--- src/rtl/chunk_sequencer_if.sv ---
// chunk_sequencer_if: handshake and fake-line control bundle between the chunk sequencer and bus control.
interface chunk_sequencer_if #(
   parameter int BUF_SIZE = 9,
   parameter int CHUNK_SIZE_WIDTH = $clog2(BUF_SIZE + 1)
);
   logic comm_active;
   logic bus_ready;
   logic [BUF_SIZE-1:0] real_mosi_data;
   logic cmd_next_chunk;
   logic cmd_finish;
   logic [CHUNK_SIZE_WIDTH-1:0] next_chunk_size;
   logic fake_miso_select;
   logic fake_mosi_select;
   logic [BUF_SIZE-1:0] fake_miso_data;
   logic [BUF_SIZE-1:0] fake_mosi_data;
   modport master (
      input comm_active, bus_ready, real_mosi_data,
      output cmd_next_chunk, cmd_finish, next_chunk_size,
      output fake_miso_select, fake_mosi_select, fake_miso_data, fake_mosi_data
   );
   modport slave (
      output comm_active, bus_ready, real_mosi_data,
      input cmd_next_chunk, cmd_finish, next_chunk_size,
      input fake_miso_select, fake_mosi_select, fake_miso_data, fake_mosi_data
   );
endinterface

--- src/rtl/chunk_sequencer.sv ---
// chunk_sequencer: steps bus control through a host-loaded table of chunk descriptors,
// one chunk per step, with optional MOSI match checks that end the sequence early.
module chunk_sequencer #(
   parameter int BUF_SIZE = 9,
   parameter int CHUNK_SIZE_WIDTH = $clog2(BUF_SIZE + 1),
   parameter int NUM_STEPS = 4,
   parameter int STEP_IDX_WIDTH = $clog2(NUM_STEPS)
) (
   input  logic sys_clk,
   input  logic rst,
   input  logic enable,
   chunk_sequencer_if.master bus,
   input  logic cfg_we,
   input  logic [STEP_IDX_WIDTH-1:0] cfg_addr,
   input  logic [CHUNK_SIZE_WIDTH-1:0] cfg_size,
   input  logic cfg_miso_sel,
   input  logic cfg_mosi_sel,
   input  logic [BUF_SIZE-1:0] cfg_miso_data,
   input  logic [BUF_SIZE-1:0] cfg_mosi_data,
   input  logic cfg_match_en,
   input  logic [BUF_SIZE-1:0] cfg_match_mask,
   input  logic [BUF_SIZE-1:0] cfg_match_value,
   input  logic cfg_last,
   output logic busy,
   output logic [STEP_IDX_WIDTH-1:0] step_idx,
   output logic seq_done,
   output logic seq_abort
);
   typedef enum logic [2:0] {IDLE, ISSUE, WAIT, FIN_ISSUE, FIN_WAIT} state_t;
   state_t state;
   logic [CHUNK_SIZE_WIDTH-1:0] tbl_size [NUM_STEPS];
   logic [BUF_SIZE-1:0] tbl_miso_data [NUM_STEPS];
   logic [BUF_SIZE-1:0] tbl_mosi_data [NUM_STEPS];
   logic [BUF_SIZE-1:0] tbl_mask [NUM_STEPS];
   logic [BUF_SIZE-1:0] tbl_value [NUM_STEPS];
   logic [NUM_STEPS-1:0] tbl_miso_sel, tbl_mosi_sel, tbl_match_en, tbl_last;
   logic start, mismatch, seq_end;
   logic [STEP_IDX_WIDTH-1:0] nxt;
   logic [CHUNK_SIZE_WIDTH-1:0] nxt_size;
   assign busy = state != IDLE;
   assign start = state == IDLE && bus.comm_active && enable;
   assign nxt = busy ? step_idx + 1'b1 : '0;
   // a zero-size descriptor would stall bus control, so it is issued as one bit
   assign nxt_size = tbl_size[nxt] == '0 ? CHUNK_SIZE_WIDTH'(1) : tbl_size[nxt];
   assign mismatch = tbl_match_en[step_idx] &&
                     ((bus.real_mosi_data & tbl_mask[step_idx]) != tbl_value[step_idx]);
   assign seq_end = mismatch || tbl_last[step_idx] || step_idx == STEP_IDX_WIDTH'(NUM_STEPS - 1);
   always_ff @(posedge sys_clk or negedge rst)
      if (!rst) begin
         for (int i = 0; i < NUM_STEPS; i++) begin
            tbl_size[i] <= '0;
            tbl_miso_data[i] <= '0;
            tbl_mosi_data[i] <= '0;
            tbl_mask[i] <= '0;
            tbl_value[i] <= '0;
         end
         tbl_miso_sel <= '0;
         tbl_mosi_sel <= '0;
         tbl_match_en <= '0;
         tbl_last <= '0;
      end else if (cfg_we && !busy && !start) begin
         tbl_size[cfg_addr] <= cfg_size;
         tbl_miso_data[cfg_addr] <= cfg_miso_data;
         tbl_mosi_data[cfg_addr] <= cfg_mosi_data;
         tbl_mask[cfg_addr] <= cfg_match_mask;
         tbl_value[cfg_addr] <= cfg_match_value;
         tbl_miso_sel[cfg_addr] <= cfg_miso_sel;
         tbl_mosi_sel[cfg_addr] <= cfg_mosi_sel;
         tbl_match_en[cfg_addr] <= cfg_match_en;
         tbl_last[cfg_addr] <= cfg_last;
      end
   always_ff @(posedge sys_clk or negedge rst)
      if (!rst) begin
         state <= IDLE;
         step_idx <= '0;
         bus.cmd_next_chunk <= 1'b0;
         bus.cmd_finish <= 1'b0;
         bus.next_chunk_size <= '0;
         bus.fake_miso_select <= 1'b0;
         bus.fake_mosi_select <= 1'b0;
         bus.fake_miso_data <= '0;
         bus.fake_mosi_data <= '0;
         seq_done <= 1'b0;
         seq_abort <= 1'b0;
      end else begin
         seq_done <= 1'b0;
         seq_abort <= 1'b0;
         case (state)
            IDLE:
               if (start) begin
                  step_idx <= '0;
                  bus.next_chunk_size <= nxt_size;
                  bus.fake_miso_select <= tbl_miso_sel[nxt];
                  bus.fake_mosi_select <= tbl_mosi_sel[nxt];
                  bus.fake_miso_data <= tbl_miso_data[nxt];
                  bus.fake_mosi_data <= tbl_mosi_data[nxt];
                  bus.cmd_next_chunk <= 1'b1;
                  state <= ISSUE;
               end
            ISSUE, WAIT:
               // losing the transaction mid-chunk wins over a same-cycle bus_ready
               if (!bus.comm_active) begin
                  bus.cmd_next_chunk <= 1'b0;
                  bus.next_chunk_size <= '0;
                  bus.fake_miso_select <= 1'b0;
                  bus.fake_mosi_select <= 1'b0;
                  bus.fake_miso_data <= '0;
                  bus.fake_mosi_data <= '0;
                  seq_abort <= 1'b1;
                  state <= IDLE;
               end else if (state == ISSUE) begin
                  bus.cmd_next_chunk <= 1'b0;
                  state <= WAIT;
               end else if (bus.bus_ready) begin
                  if (seq_end) begin
                     bus.next_chunk_size <= '0;
                     bus.cmd_finish <= 1'b1;
                     if (mismatch) begin
                        bus.fake_miso_select <= 1'b0;
                        bus.fake_mosi_select <= 1'b0;
                     end
                     state <= FIN_ISSUE;
                  end else begin
                     step_idx <= nxt;
                     bus.next_chunk_size <= nxt_size;
                     bus.fake_miso_select <= tbl_miso_sel[nxt];
                     bus.fake_mosi_select <= tbl_mosi_sel[nxt];
                     bus.fake_miso_data <= tbl_miso_data[nxt];
                     bus.fake_mosi_data <= tbl_mosi_data[nxt];
                     bus.cmd_next_chunk <= 1'b1;
                     state <= ISSUE;
                  end
               end
            FIN_ISSUE: begin
               bus.cmd_finish <= 1'b0;
               state <= FIN_WAIT;
            end
            FIN_WAIT:
               if (!bus.comm_active) begin
                  bus.next_chunk_size <= '0;
                  bus.fake_miso_select <= 1'b0;
                  bus.fake_mosi_select <= 1'b0;
                  bus.fake_miso_data <= '0;
                  bus.fake_mosi_data <= '0;
                  seq_done <= 1'b1;
                  state <= IDLE;
               end
            default: state <= IDLE;
         endcase
      end
endmodule

--- src/flat_wrapper.sv ---
// flat-port wrapper written by rule: the top's interface ports become plain ports
module chunk_sequencer_flat 
#(
   parameter int BUF_SIZE = 9,
   parameter int CHUNK_SIZE_WIDTH = $clog2(BUF_SIZE + 1),
   parameter int NUM_STEPS = 4,
   parameter int STEP_IDX_WIDTH = $clog2(NUM_STEPS)
)
  (sys_clk, rst, enable, cfg_we, cfg_addr, cfg_size, cfg_miso_sel, cfg_mosi_sel, cfg_miso_data, cfg_mosi_data, cfg_match_en, cfg_match_mask, cfg_match_value, cfg_last, busy, step_idx, seq_done, seq_abort, bus_comm_active, bus_bus_ready, bus_real_mosi_data, bus_cmd_next_chunk, bus_cmd_finish, bus_next_chunk_size, bus_fake_miso_select, bus_fake_mosi_select, bus_fake_miso_data, bus_fake_mosi_data);
  chunk_sequencer_if #(.BUF_SIZE(BUF_SIZE), .CHUNK_SIZE_WIDTH(CHUNK_SIZE_WIDTH)) bus_i ();
  input  logic sys_clk;
  input  logic rst;
  input  logic enable;
  input  logic cfg_we;
  input  logic [STEP_IDX_WIDTH-1:0] cfg_addr;
  input  logic [CHUNK_SIZE_WIDTH-1:0] cfg_size;
  input  logic cfg_miso_sel;
  input  logic cfg_mosi_sel;
  input  logic [BUF_SIZE-1:0] cfg_miso_data;
  input  logic [BUF_SIZE-1:0] cfg_mosi_data;
  input  logic cfg_match_en;
  input  logic [BUF_SIZE-1:0] cfg_match_mask;
  input  logic [BUF_SIZE-1:0] cfg_match_value;
  input  logic cfg_last;
  output logic busy;
  output logic [STEP_IDX_WIDTH-1:0] step_idx;
  output logic seq_done;
  output logic seq_abort;
  input wire logic [$bits(bus_i.comm_active)-1:0] bus_comm_active;
  input wire logic [$bits(bus_i.bus_ready)-1:0] bus_bus_ready;
  input wire logic [$bits(bus_i.real_mosi_data)-1:0] bus_real_mosi_data;
  output wire logic [$bits(bus_i.cmd_next_chunk)-1:0] bus_cmd_next_chunk;
  output wire logic [$bits(bus_i.cmd_finish)-1:0] bus_cmd_finish;
  output wire logic [$bits(bus_i.next_chunk_size)-1:0] bus_next_chunk_size;
  output wire logic [$bits(bus_i.fake_miso_select)-1:0] bus_fake_miso_select;
  output wire logic [$bits(bus_i.fake_mosi_select)-1:0] bus_fake_mosi_select;
  output wire logic [$bits(bus_i.fake_miso_data)-1:0] bus_fake_miso_data;
  output wire logic [$bits(bus_i.fake_mosi_data)-1:0] bus_fake_mosi_data;
  assign bus_i.comm_active = bus_comm_active;
  assign bus_i.bus_ready = bus_bus_ready;
  assign bus_i.real_mosi_data = bus_real_mosi_data;
  assign bus_cmd_next_chunk = bus_i.cmd_next_chunk;
  assign bus_cmd_finish = bus_i.cmd_finish;
  assign bus_next_chunk_size = bus_i.next_chunk_size;
  assign bus_fake_miso_select = bus_i.fake_miso_select;
  assign bus_fake_mosi_select = bus_i.fake_mosi_select;
  assign bus_fake_miso_data = bus_i.fake_miso_data;
  assign bus_fake_mosi_data = bus_i.fake_mosi_data;
  chunk_sequencer #(.BUF_SIZE(BUF_SIZE), .CHUNK_SIZE_WIDTH(CHUNK_SIZE_WIDTH), .NUM_STEPS(NUM_STEPS), .STEP_IDX_WIDTH(STEP_IDX_WIDTH)) u_core (.sys_clk(sys_clk), .rst(rst), .enable(enable), .bus(bus_i), .cfg_we(cfg_we), .cfg_addr(cfg_addr), .cfg_size(cfg_size), .cfg_miso_sel(cfg_miso_sel), .cfg_mosi_sel(cfg_mosi_sel), .cfg_miso_data(cfg_miso_data), .cfg_mosi_data(cfg_mosi_data), .cfg_match_en(cfg_match_en), .cfg_match_mask(cfg_match_mask), .cfg_match_value(cfg_match_value), .cfg_last(cfg_last), .busy(busy), .step_idx(step_idx), .seq_done(seq_done), .seq_abort(seq_abort));
endmodule
--- config.mk ---
export PLATFORM = sky130hd
export DESIGN_NAME = chunk_sequencer_flat
export DESIGN_NICKNAME = d
export VERILOG_FILES = /design/src/rtl/chunk_sequencer_if.sv /design/src/rtl/chunk_sequencer.sv /design/src/flat_wrapper.sv
export SDC_FILE = /design/constraint.sdc
export NUM_CORES = 1
export LEC_CHECK = 0
export ABC_CLOCK_PERIOD_IN_PS = 2900
export CAP_MARGIN = 20
export CORE_ASPECT_RATIO = 0.9
export CORE_MARGIN = 2
export CORE_UTILIZATION = 50
export CTS_BUF_LIST = sky130_fd_sc_hd__clkbuf_4 sky130_fd_sc_hd__clkbuf_8
export CTS_CLUSTER_DIAMETER = 80
export DETAILED_ROUTE_END_ITERATION = 16
export PLACE_DENSITY = 0.84
export SLEW_MARGIN = 30
export SYNTH_ARGS = -nofsm -noshare
export SYNTH_HDL_FRONTEND = slang
export SYNTH_SLANG_ARGS = --single-unit
export TNS_END_PERCENT = 100
--- constraint.sdc ---
create_clock -name sys_clk -period 2.9 [get_ports sys_clk]
set_input_delay 0.58 -clock sys_clk [delete_from_list [all_inputs] [get_ports sys_clk]]
set_output_delay 0.58 -clock sys_clk [all_outputs]
set_load 0.1 [all_outputs]
==> impl.org, run 1 <==
** Setup path
- STA puts the critical path data arrival time at around 3.2 ns.
- Of all nets on the critical path, the largest fanout is 18.
- Levels on crit path :: 9
- Critical path launch point :: u_core.step_idx[0]
- Worst path bufs/invs :: 3
- Endpoint of the most critical setup path :: u_core.bus.fake_mosi_data[3]
- The worst setup path is launched from a flop.
- Across all register-to-register paths, the minimum setup slack is approximately 0.057 ns.
- CP dominant cell by count :: sky130_fd_sc_hd__buf_12
- Ordered list of cells on the worst path :: buf_12, buf_12, mux4_2, xnor2_2, nor4_4, a31oi_2, a31oi_4, buf_12, mux2_2
- CP max stage delay :: just over 0.5 ns
- In this run the critical register-to-register path is launched from u_core.step_idx[0].
- The worst setup path is of the flop to flop kind.
- The largest individual stage delay along the critical path comes from the cell sky130_fd_sc_hd__dfrtp_4.
- The worst register-to-register path ends at u_core.bus.fake_mosi_data[3].
- Data on the critical path is required at its endpoint by about 3.3 ns.
- The number of cells on the worst reg-to-reg path is 9.
- Family of cells with the greatest summed delay on the critical path :: multiplexers
- The worst setup path is captured at a flop.

** Routing
- Drt wl/cell :: a little under 20 µm
- In the routed design, unresolved DRC markers number 0.
- Final wirelength :: between 20000 and 25000 µm
- DRT iter0 DRCs :: a little under 400
- Initial DRT Pass Iterations :: 4
- ANT nets after route :: 0
- Post-detailed-route via-to-cell ratio :: about 5.7
- Total via count in the routed design :: a little over 6000

** Clock tree
- Counting the buffers created by CTS gives 36.
- The later pin in the worst-skew pair is clocked with a latency of roughly 0.5 ns.
- The tree is rooted in a sky130_fd_sc_hd__clkbuf_8.
- Max H-tree Level :: 2
- Maximum root-to-sink buffer count :: 3
- TritonCTS clock tree :: built
- CTS clk-pin slew, worst paths :: approximately 0.060 ns
- Count of clock tree sinks :: around 210

** Timing
- Post-route clock period utilization :: between 90 and 100%
- The hold violation count in the final report was 0.
- Slew @ Worst Pin :: between 0.7 and 0.8 ns
- Highest clock frequency the design can meet :: about 350 MHz
- Unrepaired setup endpoints after global routing :: yes
- Across the routed clock network, the largest skew measured is approximately 0.016 ns.
- Hold Worst Slack :: about 0.12 ns
- Setup violations remaining at the end of the flow were counted as 0.
- Counting I/O delays and the setup requirement, the final critical path takes roughly 2.8 ns.
- The max-slew violation total from the final report came to 0.
- Max-Slew Margin vs Limit :: between 50 and 60%

** Place
- Detailed placement finished with a half-perimeter wire length of 13700 µm.
- Global placer's final weighted congestion :: 0.863
- Once placement completed, the tool counted placed cells totaling between 1000 and 1500.
- Number of input and output port buffers inserted :: 91

** Global route
- In the global route stage, overall resource usage came out at 22.0%.
- Largest net degree at the start of global routing :: about 90
- The number of global-route vias before repair is roughly 6700.
- The first global-routing pass estimated about 35000 µm of wire.
- The number of antenna violations at the first check in global routing was 0.
- The total overflow left after global routing is 0.

** Logic synthesis
- Yosys cell types :: 48
- Cell with the most instances after synthesis :: sky130_fd_sc_hd__dfrtp_1
- Of the synthesized area, sequential elements account for between 50% and 60%.
- Post-synthesis instance area :: approximately 9500 µm²
- Cells after synthesis :: about 680
- During synthesis, Yosys emitted a total of 0 warnings.
- The synthesized design spends more area on one cell type than any other, namely sky130_fd_sc_hd__dfrtp_1.
- For this run, the leading register cell type out of synthesis is sky130_fd_sc_hd__dfrtp_1.
- Number of flops mapped to enable cells by yosys :: 0
- By count the netlist is led by sky130_fd_sc_hd__dfrtp_1 (209), sky130_fd_sc_hd__mux2_2 (184), sky130_fd_sc_hd__a211oi_1 (40).
- Post-synth net total :: between 700 and 800
- After synthesis the netlist holds a flip-flop and latch count of 209.
- After synthesis, the share of flip-flops with an asynchronous set or reset is 100%.
- Largest cells by area after synthesis :: sky130_fd_sc_hd__dfrtp_1 (55%), sky130_fd_sc_hd__mux2_2 (22%), sky130_fd_sc_hd__a211oi_1 (3.2%)
- Summed over its instances, the top area cell type makes up between 50% and 60% of the synthesized netlist area.
- Syn avg cell area :: between 10 and 15 µm²

** Finish
- Share of final-layout standard cells stronger than drive strength 1 :: a little over two fifths
- Antenna diode count :: 0
- From synthesis to final layout, the design area changed by 24.2%.
- Multi-input gate area :: 4140 µm²
- Number of nets at the end of the flow :: between 800 and 900
- Fillers :: 1332
- Area taken by flip-flops and latches :: around 5200 µm²
- Cell Count, Final, Fillers Out :: 1081

** Floorplan
- Effective utilization at floorplan :: about half
- In this run the vertical extent of the chip is ~130 µm.
- I/O pin count :: between 90 and 100
- Die W :: between 100 and 150 µm
- The floorplan step defined a die boundary enclosing between 20000 and 25000 µm².
- Rows :: 47
- The total area inside the core boundary comes to 18500 µm².

** Power
- Worst voltage drop across the vdd grid :: between 400 and 500 µV
- For this design the static power due to leakage is 5.09 nW.
- Power spread over the standard cell area amounts to between 900 and 1000 nW/µm².

** Min path
- In this run the worst hold path is classified as primary input to asynchronous set/reset pin.

** Flow run
- Number of maximum-capacitance constraint violations :: 0

** Outcome
- Status :: completed
## power by group
| part | internal, mW | switching [mW] | total [mW] |
|---|---|---|---|
| clock | 1.67 | 1.16 | 2.83 |
| sequential | 3.95 | 0.582 | 4.54 |
| combinational | 1.85 | 2.50 | 4.36 |
## area by class of cell
type	instances	share of cell area, %
inverters	5	0.190
flip-flops and latches	209	44.3
multi-input cells	425	35.0
repair buffers	134	11.3
clock inverters	3	0.159
well taps	245	2.59
clock buffers	60	6.50
## cells by family after synthesis
logic type | synth area share, %
AOI/OAI and AO/OA | 6.36
buffers and inverters | 2.11
xor gates and xnor gates | 0.644
DFF | 54.9
and+or+nand+nor | 4.89
muxes | 31.0
adders and majority gates | 0.131
## worst min-delay path by stage
stage | slack, ns | to | depth (start not counted) | startpoint
final | 0.12 | u_core.bus.cmd_finish | 1 | rst
after CTS | 0.15 | u_core.tbl_mask[12] | 1 | rst
after global routing | 0.16 | u_core.tbl_last[0] | 1 | rst
after floorplan | 0.28 | u_core.bus.cmd_finish | 0 | rst
after detailed placement | 0.48 | u_core.tbl_miso_data[1] | 1 | u_core.tbl_miso_data[1]
after global placement | 0.48 | u_core.bus.cmd_finish | 1 | u_core.bus.cmd_finish
## per-stage QoR
step | total power, mW | cell area [µm²] | TNS, ns | worst slack (ns) | util [%]
final | 11.7 | 11800 | 0 | 0.0565 | 63.9
after global routing | 12.3 | 11800 | -0.0284 | -0.00875 | 63.9
after CTS | 11.7 | 11800 | -0.00113 | -0.00113 | 63.7
after detailed placement | 8.84 | 11000 | -2.10 | -0.146 | 59.1
after global placement | 8.67 | 11000 | 0 | 0.00680 | 59.1
after floorplan | 7.68 | 9540 | -3.82 | -0.268 | -
## metal layers
metal / track usage, % / vias to the layer above / wire [µm]
li1: - / 2790 / -
met1: 29.9 / 3185 / 9620
met2: 35.8 / 161 / 10100
met3: 4.70 / 41 / 1020
met4: 6.51 / 0 / 391
met5: 0 / - / 0
## repair_timing
action | 4_1_cts | 5_1_grt
setup endpoints to repair | 18 | 26
pin swaps | 1 | 1
resized for setup | 0 | 6
hold buffers | 0 | 0
hold endpoints to repair | 0 | 0
setup buffers | 5 | 1
## cells in the final DEF (no fill, tap or decap), drive strengths merged, types with 3 or more instances in the layout
cell type,Yosys,routed
a31oi,3,3
clkdlybuf4s50,0,59
nand2,24,24
inv,5,5
nor3,5,5
o22ai,3,3
xnor2,5,5
nand2b,9,9
dfrtp,209,209
o21ai,14,14
buf,9,74
mux2,194,194
nor4,3,3
and3,4,4
a21oi,13,13
nor2b,18,18
nand3,7,7
mux2i,29,29
a211oi,40,40
nor2,16,16
clkbuf,31,61
mux4,18,18
## state kept, by name (all words and copies together), names as in the netlist, 9 cells and up
register and flops:
u_core.tbl_size 16, u_core.tbl_mosi_data 36, u_core.bus.fake_miso_data 9, u_core.tbl_mask 36
u_core.bus.fake_mosi_data 9, u_core.tbl_miso_data 36, u_core.tbl_value 36
Power figures use the tool's default switching activity.
==> inputs of run 2 (changes only) <==
Settings changed: CORE_UTILIZATION 50 to 40, PLACE_DENSITY 0.84 to 0.71.
==> impl.org, run 2 (synthesized netlist as in run 1, its figures left out) <==
** Outcome
- Status: complete, but fails checks (was completed).
- Violated checks :: setup timing

** Timing
- The max-slew violation total from the final report is 0 (unchanged).
- Final critical-path setup slack :: -0.0489 ns (was 0.0565 ns)
- Unrepaired setup endpoints after global routing: yes (unchanged).
- Max-Slew Margin vs Limit :: 62.8% (was 53.1%)
- The setup violation total in the final timing report came to 18 (was 0).
- The hold violation count in the final report was 0 (unchanged).
- The final cycle utilization of the critical path came to 102% (was 98.1%).
- The hold slack was 0.0617 ns (was 0.118 ns).
- Post-Route Skew :: 0.0133 ns (was 0.0157 ns)
- The post-route minimum period was 2.95 ns (was 2.84 ns).
- The worst-margin pin slew is 0.558 ns (was 0.704 ns).
- The highest clock rate came to 339 MHz (was 352 MHz).

** Routing
- Initial DRT Pass Iterations :: 4 (unchanged)
- The routed via count divided by cell count was 5.28 (was 5.71).
- Total via count in the routed design :: 6051 (was 6177)
- DRT iter0 DRCs :: 432 (was 385)
- The total length of routed wires was 21500 µm (was 21100 µm).
- The average wire per standard cell came to 18.8 µm (was 19.5 µm).
- The number of routed nets with antenna violations is 0 (unchanged).
- DRC errors left :: 0 (unchanged)

** Setup path
- The required time of the critical path was 3.30 ns (about the same).
- The number of buffers and inverters on the critical path came to 4 (was 3).
- The kind of critical path is flop to flop (unchanged).
- Ordered list of cells on the worst path :: buf_6, buf_6, mux4_1, a21oi_2, o22ai_2, nor4_4, a31oi_4, a31oi_4, buf_12, clkbuf_16, mux2_4 (was buf_12, buf_12, mux4_2, xnor2_2, nor4_4, a31oi_2, a31oi_4, buf_12, mux2_2)
- The cell type group with the largest total delay on the critical path is multiplexers (unchanged).
- Critical Path Start Type :: flop (unchanged)
- Cell at the slowest stage of the critical path :: sky130_fd_sc_hd__mux4_1 (was sky130_fd_sc_hd__dfrtp_4)
- The worst endpoint data arrival time was 3.35 ns (was 3.24 ns).
- CP max stage delay :: 0.58 ns (was 0.51 ns)
- Critical path capture point type :: flop (unchanged)
- The worst-path maximum fanout came to 5 (was 18).

** Clock tree
- Number of buffers created by CTS :: 38 (was 36)
- The largest buffer count on any clock path was 3 (unchanged).
- The clock slew seen by the registers of the worst setup and hold paths was 0.06 ns (about the same).
- The number of buffers added to fix hold violations after cts came to 0 (unchanged).
- Max H-tree Level :: 2 (unchanged)
- TritonCTS clock tree :: built (unchanged)
- The clock root buffer was sky130_fd_sc_hd__clkbuf_8 (unchanged).
- The total number of clock tree sinks is 209 (unchanged).
- Clock insertion delay at the later pin of the skew report :: 0.52 ns (was 0.51 ns)

** Power
- Worst voltage drop across the vdd grid :: 751 µV (was 478 µV)
- Static power due to leakage :: 5.16 nW (was 5.09 nW)
- Power Total :: 12.1 mW (was 11.7 mW)
- PD cells :: 1000 nW/µm² (was 991 nW/µm²)

** Floorplan
- The placeable core area is 23300 µm² (was 18500 µm²).
- The die area is 25100 µm² (was 20200 µm²).
- The starting density of the core came to 40.8% (was 51.4%).
- The standard-cell row count is 53 (was 47).
- Vertical die dimension :: 150 µm (was 135 µm)
- The overall die width was 167 µm (was 149 µm).
- The boundary pin count is 92 (unchanged).

** Global route
- Total Routing Usage GR :: 17.0% (was 22.0%)
- Largest net degree at the start of global routing :: 81 (was 88)
- Overflow left after global routing :: 0 (unchanged)
- Antenna violations before repair :: 3 (was 0)
- The number of global-route vias before repair was 6193 (was 6660).
- The wire length of the first global-routing pass is 34000 µm (was 34900 µm).

** Flow run
- The count of max-cap constraint violations is 0 (unchanged).

** Finish
- The fraction of final layout cells sized beyond drive strength 1 is 44.2% (was 43.2%).
- Most frequent cells in the layout :: sky130_fd_sc_hd__dfrtp_1 (207), sky130_fd_sc_hd__mux2_2 (176), sky130_fd_sc_hd__clkdlybuf4s50_1 (59) (was sky130_fd_sc_hd__dfrtp_1 (207), sky130_fd_sc_hd__mux2_2 (183), sky130_fd_sc_hd__buf_4 (60))
- Fillers :: 1969 (was 1332)
- Leading cell type in the layout, fill and taps excluded :: sky130_fd_sc_hd__dfrtp_1 (unchanged)
- The number of nets in the final layout came to 875 (was 873).
- Layout overhead on the synthesized area :: 26.5% (was 24.2%)

** Min path
- The worst hold path class is primary input to asynchronous set/reset pin (unchanged).

** Place
- The pre-CTS setup slack is -0.115 ns (was -0.146 ns).
- The final estimated routing congestion in global placement is 0.783 (was 0.863).
- The half-perimeter wire length of the detailed placement result is 13000 µm (was 13700 µm).
- Number of input and output port buffers inserted :: 91 (unchanged)
==> run 2: area by class of cell <==
class	count	area [µm²]	area share [%]
Inverter	5	22.5	0.187
Timing Repair Buffer	134	1330	11.0
Clock inverter	8	100	0.831
Tap cell	302	378	3.14
Multi-Input combinational cell	425	4200	34.9
Clock buffer	60	769	6.39
Sequential cell	209	5240	43.5
Antenna cell	3	7.51	0.0623
==> run 2: through the flow <==
step | cells | util, % | instance area [µm²] | TNS (ns)
2_1_floorplan | 679 | - | 9540 | -3.82
3_3_place_gp | 1062 | 46.8 | 10900 | -1.42
3_5_place_dp | 1062 | 46.8 | 10900 | -1.66
4_1_cts | 1134 | 50.7 | 11800 | 0
5_1_grt | 1143 | 51.6 | 12000 | -2.19
6_report | 1146 | 51.6 | 12000 | -0.647
==> run 2: layer usage <==
layer	GRT usage (%)	share of wire, %	vias up
li1	-	-	2787
met1	23.9	48	3111
met2	26.4	45	121
met3	4.21	5.0	32
met4	4.83	1.6	0
met5	0	0	-
==> run 2: path summary, 6_finish.rpt <==
check / startpoint / end / slack [ns] / cells past startpoint
setup / recovery: u_core.step_idx[0] / u_core.bus.fake_mosi_data[2] / -0.05 / 11
hold / removal: rst / u_core.bus.cmd_finish / 0.06 / 1
setup reg to reg: u_core.step_idx[0] / u_core.bus.fake_mosi_data[2] / -0.05 / 11
hold reg to reg: u_core.bus.next_chunk_size[3] / u_core.bus.next_chunk_size[3] / 0.49 / 2
max in group asynchronous: rst / u_core.bus.fake_miso_data[3] / 2.00 / 2
min in group sys_clk: u_core.bus.next_chunk_size[3] / u_core.bus.next_chunk_size[3] / 0.49 / 2
==> run 2: power breakdown <==
group / total (mW) / internal (mW) / switching [mW]
Sequential: 4.52 / 3.95 / 0.565
Clock: 3.08 / 1.87 / 1.21
Combinational: 4.49 / 1.95 / 2.54
Total: 12.1 / 7.77 / 4.32
==> run 2: worst register-to-register path, cell delays in order, from the launching register on <==
cell and delay [ns]:
sky130_fd_sc_hd__dfrtp_4 0.44, sky130_fd_sc_hd__buf_6 0.13, sky130_fd_sc_hd__buf_6 0.11, sky130_fd_sc_hd__mux4_1 0.58
sky130_fd_sc_hd__a21oi_2 0.17, sky130_fd_sc_hd__o22ai_2 0.10, sky130_fd_sc_hd__nor4_4 0.32, sky130_fd_sc_hd__a31oi_4 0.15
sky130_fd_sc_hd__a31oi_4 0.23, sky130_fd_sc_hd__buf_12 0.15, sky130_fd_sc_hd__clkbuf_16 0.16, sky130_fd_sc_hd__mux2_4 0.30
==> run 2: what timing repair did <==
| action | 4_1_cts | 5_1_grt |
|---|---|---|
| pin swaps | 1 | 7 |
| endpoints found under the setup margin | 24 | 24 |
| cloned | 0 | 3 |
| buffers inserted | 4 | 7 |
| resized for setup | 1 | 24 |
==> inputs of run 3 (changes only) <==
Settings changed: ABC_AREA from default to 1, SLEW_MARGIN 30 to default.
==> impl.org, run 3 <==
** Outcome
- Status: completed (was complete, but fails checks).

** Clock tree
- The number of gates given a new drive strength after cts was 0 (was 1).
- Count of clock tree sinks :: 209 (unchanged)
- The clock tree from TritonCTS was built (unchanged).
- Buffers inserted by post-CTS timing repair :: 0 (was 4)
- The number of buffers added by the clock tree synthesis step was 35 (was 38).
- The number of buffers added to fix hold violations after cts is 0 (unchanged).
- The H-tree level count was 2 (unchanged).
- The later-pin clock latency in the skew report came to 0.53 ns (was 0.52 ns).
- The largest buffer count on any clock path was 3 (unchanged).
- CTS clk-pin slew, worst paths :: 0.06 ns (about the same)
- Buffer cell driving the clock tree root :: sky130_fd_sc_hd__clkbuf_8 (unchanged)

** Logic synthesis
- The flip-flop and latch count after synthesis came to 209 (unchanged).
- Post-synthesis instance area :: 9670 µm² (was 9520 µm²)
- Largest cells by area after synthesis: sky130_fd_sc_hd__dfrtp_1 (54%), sky130_fd_sc_hd__mux2_2 (11%), sky130_fd_sc_hd__nand2_1 (9.8%) (was sky130_fd_sc_hd__dfrtp_1 (55%), sky130_fd_sc_hd__mux2_2 (22%), sky130_fd_sc_hd__a211oi_1 (3.2%)).
- Cell with the most instances after synthesis :: sky130_fd_sc_hd__nand2_1 (was sky130_fd_sc_hd__dfrtp_1)
- The top-area cell type share of the netlist area is 54.1% (was 54.9%).
- Syn avg cell area :: 9.30 µm² (was 14.0 µm²)
- The register area share after synthesis came to 54.1% (was 54.9%).
- Number of synthesis warnings :: 0 (unchanged)
- Yosys cell types :: 31 (was 48)
- The largest area contributor in the netlist is sky130_fd_sc_hd__dfrtp_1 (unchanged).
- The synthesized instance count is 1040 (was 679).
- Post-synth net total :: 1102 (was 741)
- The share of synthesized flip-flops with an asynchronous set or reset is 100% (unchanged).
- Cell types with the highest counts after synthesis: sky130_fd_sc_hd__nand2_1 (253), sky130_fd_sc_hd__dfrtp_1 (209), sky130_fd_sc_hd__o21ai_0 (133) (was sky130_fd_sc_hd__dfrtp_1 (209), sky130_fd_sc_hd__mux2_2 (184), sky130_fd_sc_hd__a211oi_1 (40)).
- The commonest register cell after synthesis was sky130_fd_sc_hd__dfrtp_1 (unchanged).
- The number of enable flip-flop cells after synthesis came to 0 (unchanged).

** Timing
- Unrepaired setup endpoints after global routing :: no (was yes)
- Slew @ Worst Pin :: 0.568 ns (was 0.558 ns)
- Pins Over Slew Limit :: 0 (unchanged)
- Endpoints failing setup :: 0 (was 18)
- Max-Slew Margin vs Limit :: 62.0% (was 62.8%)
- Summed negative setup slack over all endpoints :: 0 ns (was -0.647 ns)
- Post-Route Skew :: 0.0228 ns (was 0.0133 ns)
- Post-route clock period utilization :: 84.8% (was 102%)
- Final critical path time including I/O delays and setup :: 2.46 ns (was 2.95 ns)
- Final Hold Vio Count :: 0 (unchanged)
- Highest clock frequency the design can meet :: 407 MHz (was 339 MHz)

** Routing
- The detailed-routing iteration count for the pre-antenna-repair pass came to 7 (was 4).
- DRC errors left :: 0 (unchanged)
- Post-detailed-route via-to-cell ratio :: 5.01 (was 5.28)
- Final wirelength :: 22600 µm (was 21500 µm)
- Drt wl/cell :: 15.5 µm (was 18.8 µm)
- Total via count in the routed design :: 7310 (was 6051)
- DRT iter0 DRCs :: 521 (was 432)
- ANT nets after route :: 0 (unchanged)

** Power
- The cell-internal power came to 8.31 mW (was 7.77 mW).
- Switching power as a share of total power :: 43.5% (was 35.7%)
- Switching power :: 6.40 mW (was 4.32 mW)
- Static power due to leakage :: 5.36 nW (was 5.16 nW)
- Clock network fraction of design power :: 18.7% (was 25.5%)
- The relative contribution of combinational cells to total power was 47.5% (was 37.1%).
- Worst voltage drop across the vdd grid :: 511 µV (was 751 µV)
- The total chip power came to 14.7 mW (was 12.1 mW).
- The sequential cell fraction of total power was 33.8% (was 37.4%).
- PD cells :: 1270 nW/µm² (was 1000 nW/µm²)

** Setup path
- The nature of the critical path startpoint is a flop (unchanged).
- The startpoint of the lowest-slack register-to-register path is u_core.step_idx[0] (unchanged).
- Max FO, Critical Path :: 39 (was 5)
- CP max stage delay :: 0.49 ns (was 0.58 ns)
- The required time of the critical path came to 3.31 ns (was 3.30 ns).
- Family of cells with the greatest summed delay on the critical path :: simple AND/OR/NAND/NOR gates (was multiplexers)
- Levels on crit path :: 17 (was 11)
- The depth of the worst register-to-register path came to 17 (was 11).
- Worst Path Arrival :: 2.87 ns (was 3.35 ns)
- The kind of critical path was flop to flop (unchanged).
- The timing startpoint of the critical path is u_core.step_idx[0] (unchanged).
- Worst path bufs/invs :: 2 (was 4)
- CP dominant cell by count :: sky130_fd_sc_hd__nand2_1
- The endpoint class of the critical path is a flop (unchanged).
- Ordered list of cells on the worst path: inv_4, nand2_1, nand3_1, nand2_1, nand2_1, nand3_1, o21ai_0, nor2_1, nand3_1, nand2_1, nand2_2, nand2_2, nand2_2, buf_12, nand2_1, nand2_1, nand2_1 (was buf_6, buf_6, mux4_1, a21oi_2, o22ai_2, nor4_4, a31oi_4, a31oi_4, buf_12, clkbuf_16, mux2_4).
- The standard cell with the maximum stage delay on the critical path was sky130_fd_sc_hd__dfrtp_2 (was sky130_fd_sc_hd__mux4_1).

** Floorplan
- I/O pin count :: 92 (unchanged)
- Core footprint :: 23500 µm² (was 23300 µm²)
- The die area is 25400 µm² (was 25100 µm²).
- The height of the chip was 152 µm (was 150 µm).
- Effective utilization at floorplan :: 41.1% (was 40.8%)
- Rows :: 53 (unchanged)
- The overall die width is 168 µm (was 167 µm).

** Finish
- The count of filler cells inserted in the layout came to 2105 (was 1969).
- Number of nets at the end of the flow :: 1195 (was 875)
- The antenna diode count came to 0 (was 3).
- The most common library cell in the layout ignoring fill and taps is sky130_fd_sc_hd__nand2_1 (was sky130_fd_sc_hd__dfrtp_1).
- The area added between synthesis and finish is 20.0% (was 26.5%).
- The fraction of final layout cells sized beyond drive strength 1 was 19.8% (was 44.2%).
- Most frequent cells in the layout :: sky130_fd_sc_hd__nand2_1 (253), sky130_fd_sc_hd__dfrtp_1 (208), sky130_fd_sc_hd__o21ai_0 (133) (was sky130_fd_sc_hd__dfrtp_1 (207), sky130_fd_sc_hd__mux2_2 (176), sky130_fd_sc_hd__clkdlybuf4s50_1 (59))

** Global route
- Largest net degree at the start of global routing :: 67 (was 81)
- The number of global-route vias before repair came to 7068 (was 6193).
- The combined global-route utilization of all metal layers came to 18.2% (was 17.0%).
- Antenna violations before repair :: 0 (was 3)
- The aggregate global routing overflow was 0 (unchanged).
- Global-route wire length before repair :: 36900 µm (was 34000 µm)

** Flow run
- Number of maximum-capacitance constraint violations :: 0 (unchanged)

** Place
- The number of buffers inserted by port buffering came to 91 (unchanged).
- The half-perimeter wire length of the detailed placement result is 14400 µm (was 13000 µm).
- Global placer's final weighted congestion :: 0.804 (was 0.783)

** Min path
- The worst hold path class was primary input to asynchronous set/reset pin (unchanged).
[run 3: cell types whose count changed after synthesis, sizes merged, moves of 24 or more]
cell,previous run,this run
inv,5,102
nand2,24,257
o21ai,14,147
mux2,194,105
buf,9,33
nand3,7,42
nor2,16,65
a211oi,40,0
mux2i,29,0
[run 3: stage by stage]
step | instances | hold WS, ns | utilization (%) | instance area [µm²] | setup WS [ns]
final | 1459 | 0.0490 | 49.3 | 11600 | 0.441
after global routing | 1459 | 0.0791 | 49.3 | 11600 | 0.161
after CTS | 1459 | 0.0513 | 49.3 | 11600 | 0.439
after detailed placement | 1398 | 0.470 | 46.1 | 10900 | 0.387
after global placement | 1398 | 0.466 | 46.1 | 10900 | 0.393
after floorplan | 1040 | 0.284 | - | 9670 | 0.251
[run 3: final cells by class]
class,instances,area [µm²],share of cell area [%]
well taps,302,378,3.26
multi-input cells,673,3760,32.4
clock buffers,57,697,6.00
inverters,102,385,3.32
clock inverters,4,51.3,0.442
flip-flops and latches,209,5230,45.1
repair buffers,112,1110,9.54
[run 3: final timing paths]
kind / endpoint / slack, ns
min: u_core.tbl_mask[26] / 0.05
max reg2reg: u_core.bus.fake_miso_select / 0.44
max: u_core.bus.fake_miso_select / 0.44
max in group asynchronous: u_core.tbl_miso_data[1] / 2.09
min in group sys_clk: u_core.tbl_mosi_data[34] / 0.49
min reg2reg: u_core.tbl_mosi_data[34] / 0.49
[run 3: logic make-up (layout without fill, tap and decap cells)]
| group | after synthesis | after routing | share of synthesized area [%] |
|---|---|---|---|
| multiplexers | 105 | 105 | 12.2 |
| AO/OA/AOI/OAI | 192 | 192 | 10.6 |
| AND/OR/NAND/NOR | 375 | 375 | 15.9 |
| adder cells (fa/ha/maj) | 1 | 1 | 0.129 |
| buffers and inverters | 158 | 275 | 7.12 |
| flip-flops | 209 | 209 | 54.1 |
[run 3: layer usage]
layer / GRT usage, % / part of all wire [%] / vias to the layer above / routed length [µm]
met5: 0 / 0 / - / 0
li1: - / - / 3586 / -
met1: 24.9 / 47 / 3489 / 10600
met4: 5.26 / 1.5 / 0 / 334
met3: 3.97 / 6.7 / 32 / 1510
met2: 29.3 / 45 / 203 / 10200
[run 3: power groups by stage]
stage          Clock (mW)  Sequential (mW)  Combinational, mW
4_1_cts              2.82             4.96               6.99
3_5_place_dp            0             5.00               6.95
6_report             2.75             4.97               6.98
5_1_grt              2.96             5.12               7.76
3_3_place_gp            0             4.95               6.83
2_1_floorplan           0             6.00               4.18
[run 3: worst register-to-register path, cell delays in order (launching register included)]
cell                      delay [ns]
sky130_fd_sc_hd__dfrtp_2        0.49
sky130_fd_sc_hd__inv_4          0.37
sky130_fd_sc_hd__nand2_1        0.12
sky130_fd_sc_hd__nand3_1        0.09
sky130_fd_sc_hd__nand2_1        0.07
sky130_fd_sc_hd__nand2_1        0.06
sky130_fd_sc_hd__nand3_1        0.06
sky130_fd_sc_hd__o21ai_0        0.12
sky130_fd_sc_hd__nor2_1         0.07
sky130_fd_sc_hd__nand3_1        0.14
sky130_fd_sc_hd__nand2_1        0.09
sky130_fd_sc_hd__nand2_2        0.13
sky130_fd_sc_hd__nand2_2        0.08
sky130_fd_sc_hd__nand2_2        0.08
sky130_fd_sc_hd__buf_12         0.18
sky130_fd_sc_hd__nand2_1        0.09
sky130_fd_sc_hd__nand2_1        0.07
sky130_fd_sc_hd__nand2_1        0.04
==> patch: new RTL, settings of run 1 <==
`BUF_SIZE` is set to 9 in 3 places; all go to 8.
--- a/src/rtl/chunk_sequencer_if.sv
+++ b/src/rtl/chunk_sequencer_if.sv
@@ -1,6 +1,6 @@
 // chunk_sequencer_if: handshake and fake-line control bundle between the chunk sequencer and bus control.
 interface chunk_sequencer_if #(
-   parameter int BUF_SIZE = 9,
+   parameter int BUF_SIZE = 8,
    parameter int CHUNK_SIZE_WIDTH = $clog2(BUF_SIZE + 1)
 );
    logic comm_active;
--- a/src/rtl/chunk_sequencer.sv
+++ b/src/rtl/chunk_sequencer.sv
@@ -1,7 +1,7 @@
 // chunk_sequencer: steps bus control through a host-loaded table of chunk descriptors,
 // one chunk per step, with optional MOSI match checks that end the sequence early.
 module chunk_sequencer #(
-   parameter int BUF_SIZE = 9,
+   parameter int BUF_SIZE = 8,
    parameter int CHUNK_SIZE_WIDTH = $clog2(BUF_SIZE + 1),
    parameter int NUM_STEPS = 4,
    parameter int STEP_IDX_WIDTH = $clog2(NUM_STEPS)
--- a/src/flat_wrapper.sv
+++ b/src/flat_wrapper.sv
@@ -1,7 +1,7 @@
 // flat-port wrapper written by rule: the top's interface ports become plain ports
 module chunk_sequencer_flat 
 #(
-   parameter int BUF_SIZE = 9,
+   parameter int BUF_SIZE = 8,
    parameter int CHUNK_SIZE_WIDTH = $clog2(BUF_SIZE + 1),
    parameter int NUM_STEPS = 4,
    parameter int STEP_IDX_WIDTH = $clog2(NUM_STEPS)
Ports: changed (7 resized); port bits go from 92 to 85. No check against the original RTL was run, so the function may have changed too.
==> patch against run 1 <==
Wire length is 9.2% lower; power decreased by 17%; cell area down 14%; clock power shrank 45%; sequential cell count decreased by 18; area after synthesis fell by 9.3%; sequential power decreased by 9.5%; setup slack better by 0.044 ns; critical path depth unchanged; largest power group unchanged.
==> patch: results (changes against run 1) <==
| Metric | Value |
|---|---|
| Seq/Total Area, Yosys | `55.35% (+0.43 points)` |
| Layout clock buffers | `22 (-63%)` |
| TritonRoute pass-1 iters | `7 (+3)` |
| Slew @ Worst Pin | `0.7401 ns (+0.03648 ns)` |
| Gr usage total | `21.83% (-0.16 points)` |
| Buffering overhead | `10.47% (-0.82 points)` |
| Crit-path max FO | `16 (-2)` |
| Share of cells above drive strength 1 | `40.67% (-2.5 points)` |
| Register area | `4787 sq um (-8.6%)` |
| First-pass GRT wire length | `30640 um (-12%)` |
| NumNets Final | `763 (-13%)` |
| Status | `finished, final reports clean` |
| Synth area leaders | `dfrtp_1, mux2_2, mux2i_1, mux4_2, o22ai_1` |
| Seq Cell Count | `191 (-8.6%)` |
| Crit path DAT | `3.15 ns (-0.09 ns)` |
| Worst VDD drop | `0.0005481 V (+15%)` |
| Clock-cell share | `3.526% (-3.1 points)` |
| Clock Path Buffers | `2 (-1)` |
| Inverters | `3 (-2)` |
| Largest net degree at the start of global routing | `79 (-10%)` |
| Synthesized Nets | `670 (-9.6%)` |
| Slowest cell on crit path | `mux4_1` |
| Initial antenna violation count | `1 (+1)` |
| Clock skew | `0.009010 ns (-0.006677 ns)` |
| Tap cells | `211 (-14%)` |
| Initial DRC Count | `396 (+2.9%)` |
| Leak | `4.256 nW (-16%)` |
[patch: path summary, 6_finish.rpt]
kind / slack (ns) / start / to / cells after the start
hold / removal: 0.14 / rst / u_core.tbl_value[30]$_DFFE_PN0P_ / 1
setup / recovery: 0.10 / u_core.step_idx[0]$_DFFE_PN0P_ / u_core.bus.fake_miso_data[4]$_DFFE_PN0P_ / 9
max in group asynchronous: 1.98 / rst / u_core.tbl_miso_data[19]$_DFFE_PN0P_ / 2
setup reg to reg: 0.10 / u_core.step_idx[0]$_DFFE_PN0P_ / u_core.bus.fake_miso_data[4]$_DFFE_PN0P_ / 9
hold reg to reg: 0.49 / u_core.bus.next_chunk_size[0]$_DFFE_PN0P_ / u_core.bus.next_chunk_size[0]$_DFFE_PN0P_ / 2
min in group sys_clk: 0.49 / u_core.bus.next_chunk_size[0]$_DFFE_PN0P_ / u_core.bus.next_chunk_size[0]$_DFFE_PN0P_ / 2
[patch: power groups by stage]
stage,combinational (mW),clock (mW),sequential [mW]
6_report,4.03,1.57,4.11
5_1_grt,4.26,1.73,4.21
4_1_cts,3.98,1.61,4.11
3_5_place_dp,3.97,0,4.16
3_3_place_gp,3.85,0,4.06
2_1_floorplan,1.90,0,5.20
[patch: timing repair]
action | 4_1_cts | 5_1_grt
hold buffers | 0 | 0
endpoints found under the setup margin | 0 | 5
resized for setup | 0 | 3
setup buffers | 0 | 5
endpoints found under the hold margin | 0 | 0
[patch: logic make-up after synthesis]
kind of cell	count (synthesis)	synth area share, %
mux	225	31.22
flops	191	55.35
compound gates	78	6.071
simple gates	69	3.912
buf+inv	41	2.492
xor+xnor	8	0.8114
fa+ha+maj	1	0.1449
[patch: routing by layer]
layer,up-vias,part of all wire (%),GRT usage [%]
li1,2437,-,-
met4,2,1.6,8.678
met3,29,4.7,5.285
met1,2853,43,27.28
met5,-,0.068,0
met2,148,50,36.96
[patch: worst reg2reg max path, stage by stage, from the launching register on]
cell and delay (ns):
dfrtp_4 0.55, mux4_1 0.60, xnor2_1 0.24, nand4_1 0.18, o21ai_2 0.23, buf_4 0.15, nand2_2 0.05, a21o_1 0.19
buf_12 0.17, mux2_4 0.32
[patch: through the flow]
| step | total power, mW | utilization, % | setup WS (ns) | instances | hold slack, ns |
|---|---|---|---|---|---|
| finish | 9.714 | 60.08 | 0.1004 | 929 | 0.1440 |
| global route | 10.21 | 60.08 | -0.006366 | 929 | 0.1930 |
| global placement | 7.915 | 57.56 | 0.01389 | 893 | 0.4746 |
| CTS | 9.708 | 59.67 | 0.03963 | 924 | 0.1633 |
| floorplan | 7.096 | - | 0.01609 | 613 | 0.2844 |
| detailed placement | 8.135 | 57.56 | -0.03397 | 893 | 0.4796 |
